===== src/rtl/edge_monitor_if.sv =====
// Bundle between the flop-output monitor and its observer.
// master drives the sampled bit and clear; slave is the monitor itself.
interface edge_monitor_if #(
  parameter int unsigned CNT_W = 8,
  parameter int unsigned RUN_W = 6
);
  logic             d;
  logic             clear;
  logic             rise;
  logic             fall;
  logic [CNT_W-1:0] rise_count;
  logic [CNT_W-1:0] fall_count;
  logic             ovf;
  logic [RUN_W-1:0] run_len;
  logic             stable;

  modport master (
    output d, clear,
    input  rise, fall, rise_count, fall_count, ovf, run_len, stable
  );

  modport slave (
    input  d, clear,
    output rise, fall, rise_count, fall_count, ovf, run_len, stable
  );
endinterface


===== src/rtl/edge_monitor.sv =====
// Edge monitor for a single-bit flop output: rise/fall pulses, edge counters,
// sticky overflow and run-length. Define EDGE_MONITOR_SATURATE_EN to saturate counters.
module edge_monitor #(
  parameter int unsigned CNT_W      = 8,
  parameter int unsigned RUN_W      = 6,
  parameter int unsigned STABLE_CYC = 4
) (
  input logic          clk,
  input logic          reset,
  edge_monitor_if.slave mon
);

  localparam logic [CNT_W-1:0] CNT_MAX = '1;
  localparam logic [RUN_W-1:0] RUN_MAX = '1;

  typedef enum logic {PRIME, TRACK} state_t;

  state_t           state, state_nxt;
  logic             d_q, d_q_nxt;
  logic             rise_r, rise_nxt;
  logic             fall_r, fall_nxt;
  logic [CNT_W-1:0] rise_cnt, rise_cnt_nxt;
  logic [CNT_W-1:0] fall_cnt, fall_cnt_nxt;
  logic             ovf_r, ovf_nxt;
  logic [RUN_W-1:0] run_r, run_nxt;
  logic             rise_hit, fall_hit;

  always_ff @(posedge clk) begin
    if (reset) begin
      state    <= PRIME;
      d_q      <= 1'b0;
      rise_r   <= 1'b0;
      fall_r   <= 1'b0;
      rise_cnt <= '0;
      fall_cnt <= '0;
      ovf_r    <= 1'b0;
      run_r    <= '0;
    end else begin
      state    <= state_nxt;
      d_q      <= d_q_nxt;
      rise_r   <= rise_nxt;
      fall_r   <= fall_nxt;
      rise_cnt <= rise_cnt_nxt;
      fall_cnt <= fall_cnt_nxt;
      ovf_r    <= ovf_nxt;
      run_r    <= run_nxt;
    end
  end

  always_comb begin
    state_nxt    = state;
    d_q_nxt      = d_q;
    rise_nxt     = 1'b0;
    fall_nxt     = 1'b0;
    rise_cnt_nxt = rise_cnt;
    fall_cnt_nxt = fall_cnt;
    ovf_nxt      = ovf_r;
    run_nxt      = run_r;
    rise_hit     = 1'b0;
    fall_hit     = 1'b0;

    case (state)
      PRIME: begin
        state_nxt = TRACK;
        d_q_nxt   = mon.d;
        run_nxt   = RUN_W'(1);
      end
      TRACK: begin
        d_q_nxt  = mon.d;
        rise_hit = mon.d & ~d_q;
        fall_hit = ~mon.d & d_q;
        rise_nxt = rise_hit;
        fall_nxt = fall_hit;
        if (mon.d != d_q)
          run_nxt = RUN_W'(1);
        else if (run_r != RUN_MAX)
          run_nxt = run_r + RUN_W'(1);
      end
      default: state_nxt = PRIME;
    endcase

    // A clear coinciding with an edge still records that edge as count 1.
    if (mon.clear) begin
      rise_cnt_nxt = rise_hit ? CNT_W'(1) : '0;
      fall_cnt_nxt = fall_hit ? CNT_W'(1) : '0;
      ovf_nxt      = 1'b0;
    end else begin
      if (rise_hit) begin
        if (rise_cnt == CNT_MAX) begin
          ovf_nxt = 1'b1;
`ifdef EDGE_MONITOR_SATURATE_EN
          rise_cnt_nxt = CNT_MAX;
`else
          rise_cnt_nxt = '0;
`endif
        end else begin
          rise_cnt_nxt = rise_cnt + CNT_W'(1);
        end
      end
      if (fall_hit) begin
        if (fall_cnt == CNT_MAX) begin
          ovf_nxt = 1'b1;
`ifdef EDGE_MONITOR_SATURATE_EN
          fall_cnt_nxt = CNT_MAX;
`else
          fall_cnt_nxt = '0;
`endif
        end else begin
          fall_cnt_nxt = fall_cnt + CNT_W'(1);
        end
      end
    end
  end

  assign mon.rise       = rise_r;
  assign mon.fall       = fall_r;
  assign mon.rise_count = rise_cnt;
  assign mon.fall_count = fall_cnt;
  assign mon.ovf        = ovf_r;
  assign mon.run_len    = run_r;
  assign mon.stable     = (run_r >= RUN_W'(STABLE_CYC));

endmodule


===== src/flat_wrapper.sv =====
// flat-port wrapper written by rule: the top's interface ports become plain ports
module edge_monitor_flat 
#(
  parameter int unsigned CNT_W      = 8,
  parameter int unsigned RUN_W      = 6,
  parameter int unsigned STABLE_CYC = 4
)
  (clk, reset, mon_d, mon_clear, mon_rise, mon_fall, mon_rise_count, mon_fall_count, mon_ovf, mon_run_len, mon_stable);
  edge_monitor_if #(.CNT_W(CNT_W), .RUN_W(RUN_W)) mon_i ();
  input logic clk;
  input logic reset;
  input wire logic [$bits(mon_i.d)-1:0] mon_d;
  input wire logic [$bits(mon_i.clear)-1:0] mon_clear;
  output wire logic [$bits(mon_i.rise)-1:0] mon_rise;
  output wire logic [$bits(mon_i.fall)-1:0] mon_fall;
  output wire logic [$bits(mon_i.rise_count)-1:0] mon_rise_count;
  output wire logic [$bits(mon_i.fall_count)-1:0] mon_fall_count;
  output wire logic [$bits(mon_i.ovf)-1:0] mon_ovf;
  output wire logic [$bits(mon_i.run_len)-1:0] mon_run_len;
  output wire logic [$bits(mon_i.stable)-1:0] mon_stable;
  assign mon_i.d = mon_d;
  assign mon_i.clear = mon_clear;
  assign mon_rise = mon_i.rise;
  assign mon_fall = mon_i.fall;
  assign mon_rise_count = mon_i.rise_count;
  assign mon_fall_count = mon_i.fall_count;
  assign mon_ovf = mon_i.ovf;
  assign mon_run_len = mon_i.run_len;
  assign mon_stable = mon_i.stable;
  edge_monitor #(.CNT_W(CNT_W), .RUN_W(RUN_W), .STABLE_CYC(STABLE_CYC)) u_core (.clk(clk), .reset(reset), .mon(mon_i));
endmodule

===== config.mk =====
export PLATFORM = sky130hd
export DESIGN_NAME = edge_monitor_flat
export DESIGN_NICKNAME = d
export VERILOG_FILES = /design/src/rtl/edge_monitor_if.sv /design/src/rtl/edge_monitor.sv /design/src/flat_wrapper.sv
export SDC_FILE = /design/constraint.sdc
export NUM_CORES = 1
export LEC_CHECK = 0
export CAP_MARGIN = 30
export CORE_UTILIZATION = 48
export CTS_CLUSTER_DIAMETER = 80
export DETAILED_ROUTE_END_ITERATION = 8
export PLACE_DENSITY = 0.8
export RECOVER_POWER = 25
export SLEW_MARGIN = 10
export SYNTH_ARGS = -nofsm -noshare
export SYNTH_HDL_FRONTEND = slang
export SYNTH_SLANG_ARGS = --single-unit
export TNS_END_PERCENT = 50

===== constraint.sdc =====
create_clock -name clk -period 1.6 [get_ports clk]
set_input_delay 0.16 -clock clk [delete_from_list [all_inputs] [get_ports clk]]
set_output_delay 0.16 -clock clk [all_outputs]
set_load 0.05 [all_outputs]

==> summary.md <==
| Metric | Value |
|---|---|
| Status | finished clean |
| Clk_lat worst skew | 320 ps |
| Final nets | between 200 and 250 |
| Design Power | 1.09 mW |
| Power Density | 685 nW/um2 |
| Avg Inst Size Synth | 8.23 um2 |
| Area Growth Syn to Fin | 27.0% |
| Ports | 30 |
| Syn Inst Count | 152 |
| Post-DP HPWL | 2010 um |
| Pleak | 0.664 nW |
| CP cell instances | or4_1 > buf_4 |
| FF+latch count, synth | 27 |
| R2R setup slack | 110 ps |
| CP required | around 1400 ps |
| Core area | about 2500 um2 |
| Fmax | about 0.65 GHz |
| Initial DRC Count | 31 |
| Filler instances | around 240 |
| Slew HR | 60.7% |
| Setup bufs post-CTS | 0 |
| Antenna violations before repair | 0 |
| TritonRoute pass-1 iters | 4 |
| Die area | 2810 um2 |
| Overflow after GRT | 0 |
| Buf/Inv on CP | 1 |
| Largest net degree at the start of global routing | 16 |
| Final worst path period share | roughly 97% |
| Crit-path slowest cell | or4_1 |
| Hold path start | mon_d |
| WL per Instance | around 12 um |
| Worst Hold Slack | 466 ps |
| # resized after CTS | 0 |
| Worst Clk Skew | 16.3 ps |
| Root buffer cell | clkbuf_4 |
| Final Instance Count excl. Fillers | 220 |
| RR Startpoint | u_core.mon.rise_count[0] |
| Initial core utilization | 50.5% |
| Crit path max fanout | 5 |
| GP Congestion | 0.873 |
| Hold path depth | 3 |
| Number of buffers created by CTS | 3 |
| Syn_nets | 162 |
| Crit path DAT | 1380 ps |
| Antenna Cells | 0 |
| Placement row count | 18 |
| Port Buffer Count | 29 |
| CP Capture Type | output pin |
| Share of layout cells above drive strength 1 | between 20% and 30% |
| Worst R2R Path Depth | 5 |
| Post-DRT Antenna Nets | 0 |
| Htree depth | 1 |
| CTS tree | built |
| R2R Path End | u_core.mon.rise_count[0] |
| DP Cell Count | 216 |
| GRT Util Overall | 20.0% |
| CP peak stage delay | 510 ps |
| DRC viols | 0 |
| Tightest Hold Check Type | in -> reg |
| Seq. cell area | 557 um2 |
| Max clock buf depth | 2 |
| Endpoints failing hold | 0 |
| Slew Limit Fails | 0 |
| Detailed-route via count | 1178 |
| WL final | ~2600 um |
| Max-cap violations | 0 |
| Cell area after layout | 1590 um2 |
| Yosys warns | 0 |
| Cell Area, Placed | 1570 um2 |
| Worst-path clk slew | 130 ps |
| Min cycle time layout | 1540 ps |
| Die H | 53.1 um |
| Hold-fix buffers, CTS | 0 |
| Vias in the first global route | between 900 and 1000 |
| Maximum vdd drop | just under 600 uV |
| Multi-input gate area | 659 um2 |
| Global-route wire length before repair | 4200 um |
| CTS sink cnt | 27 |
| Netlist cell types | 31 |
| Worst Max-Slew Pin Slew | 592 ps |
| Register area share after synthesis | a little over two fifths |
| Post-Syn Area | 1250 um2 |
| Die width | 53.1 um |
| Delay-heaviest family, CP | simple AND/OR/NAND/NOR gates |
| Post-DR vias/cell | 5.35 |
| Final setup vio count | 0 |
| Setup CP Type | reg -> out |
| Worst hold endpoint | u_core.d_q |
| CP Launch Type | register |
## through the flow
| stage | setup slack (ps) | utilization (%) | TNS (ps) |
|---|---|---|---|
| 6_report | 55.2 | 64.1 | 0 |
| 5_1_grt | -12.5 | 64.1 | -12.5 |
| 4_1_cts | 27.1 | 64.4 | 0 |
| 3_5_place_dp | -64.5 | 63.3 | -209 |
| 3_3_place_gp | -24.5 | 63.3 | -24.5 |
| 2_1_floorplan | -28.3 | - | -28.3 |
## synthesized netlist by cell type
master,n,area [um2]
or3_1,2,12.5
a211oi_1,1,7.51
ha_1,6,75.1
inv_2,2,7.51
nand3_1,8,40.0
dfxtp_1,27,541
a221oi_1,2,17.5
or2_1,1,6.26
or3_4,2,22.5
a31oi_1,6,37.5
nor2_1,24,90.1
a32o_1,2,20.0
nand4_1,4,25.0
xnor2_1,1,8.76
buf_6,1,11.3
o21a_1,2,15.0
and2_1,2,12.5
xor2_1,4,35.0
o21ai_0,8,40.0
buf_2,3,15.0
nand2_1,21,78.8
buf_4,1,7.51
and3_1,3,18.8
a21oi_1,4,20.0
nor3b_1,2,15.0
o22ai_1,1,6.26
nand2_2,2,12.5
nor3_1,4,20.0
inv_1,4,15.0
mux2i_1,1,10.0
or4_1,1,7.51
## worst max path at each step
stage	start	end	cells after the start
floorplan	u_core.mon.rise_count[0]	u_core.mon.rise_count[0]	5
global placement	mon_d	u_core.mon.fall_count[0]	6
detailed placement	mon_d	u_core.mon.fall_count[0]	6
CTS	u_core.mon.run_len[5]	mon_stable	2
global route	u_core.mon.run_len[5]	mon_stable	2
finish	u_core.mon.run_len[5]	mon_stable	2
## cell families (layout without fill, tap and decap cells)
group                      count (synthesis)  count (layout)  synth area share [%]
DFF                                       27              27                  43.2
AOI/OAI and AO/OA                         26              26                  13.1
xor gates and xnor gates                   5               5                  3.50
muxes                                      1               1                 0.800
adders and majority gates                  6               6                  6.00
and+or+nand+nor                           76              76                  28.9
buffers and inverters                     11              49                  4.50
## cell usage in the layout (no fill, tap or decap), types with 3 or more instances in the layout
| cell type | n |
|---|---|
| buf_4 | 31 |
| nor2_1 | 24 |
| nand2_1 | 21 |
| dfxtp_1 | 18 |
| nand3_1 | 8 |
| o21ai_0 | 8 |
| dfxtp_2 | 7 |
| a31oi_1 | 6 |
| inv_1 | 4 |
| nor3_1 | 4 |
| nand4_1 | 4 |
| a21oi_1 | 4 |
| xor2_1 | 4 |
| ha_1 | 4 |
| clkbuf_4 | 4 |
| clkbuf_1 | 4 |
| and3_1 | 3 |
## registers in the layout, indices dropped and copies added (netlist names)
signal                 cells
u_core.d_q                 1
u_core.mon.fall            1
u_core.mon.fall_count      8
u_core.mon.ovf             1
u_core.mon.rise            1
u_core.mon.rise_count      8
u_core.mon.run_len         6
u_core.state               1
## worst register-to-register path, delay by kind of cell (launching register included)
family                     cells  cell delay (ps)
AOI/OAI and AO/OA              1              250
DFF                            1              390
and+or+nand+nor                3              520
adders and majority gates      1              220
## layout make-up
| class | instances | share of cell area, % |
|---|---|---|
| Clock buffer | 3 | 1.42 |
| Clock inverter | 1 | 0.315 |
| Inverter | 6 | 1.42 |
| Multi-Input combinational cell | 114 | 41.5 |
| Sequential cell | 27 | 35.0 |
| Tap cell | 30 | 2.36 |
| Timing Repair Buffer | 39 | 18.0 |
## layer usage
| layer | wire length, um | track usage [%] | vias up |
|---|---|---|---|
| met1 | 1300 | 26.5 | 551 |
| li1 | - | - | 602 |
| met5 | 0 | 0 | - |
| met3 | 91 | 2.59 | 2 |
| met4 | 13 | 7.02 | 0 |
| met2 | 1240 | 32.9 | 23 |
## power by group
group	switching, mW	total (mW)	internal [mW]
Sequential	0.0104	0.691	0.681
Combinational	0.0656	0.104	0.0384
Clock	0.199	0.293	0.0935
Total	0.275	1.09	0.813
(Power assumes the default switching activity.)
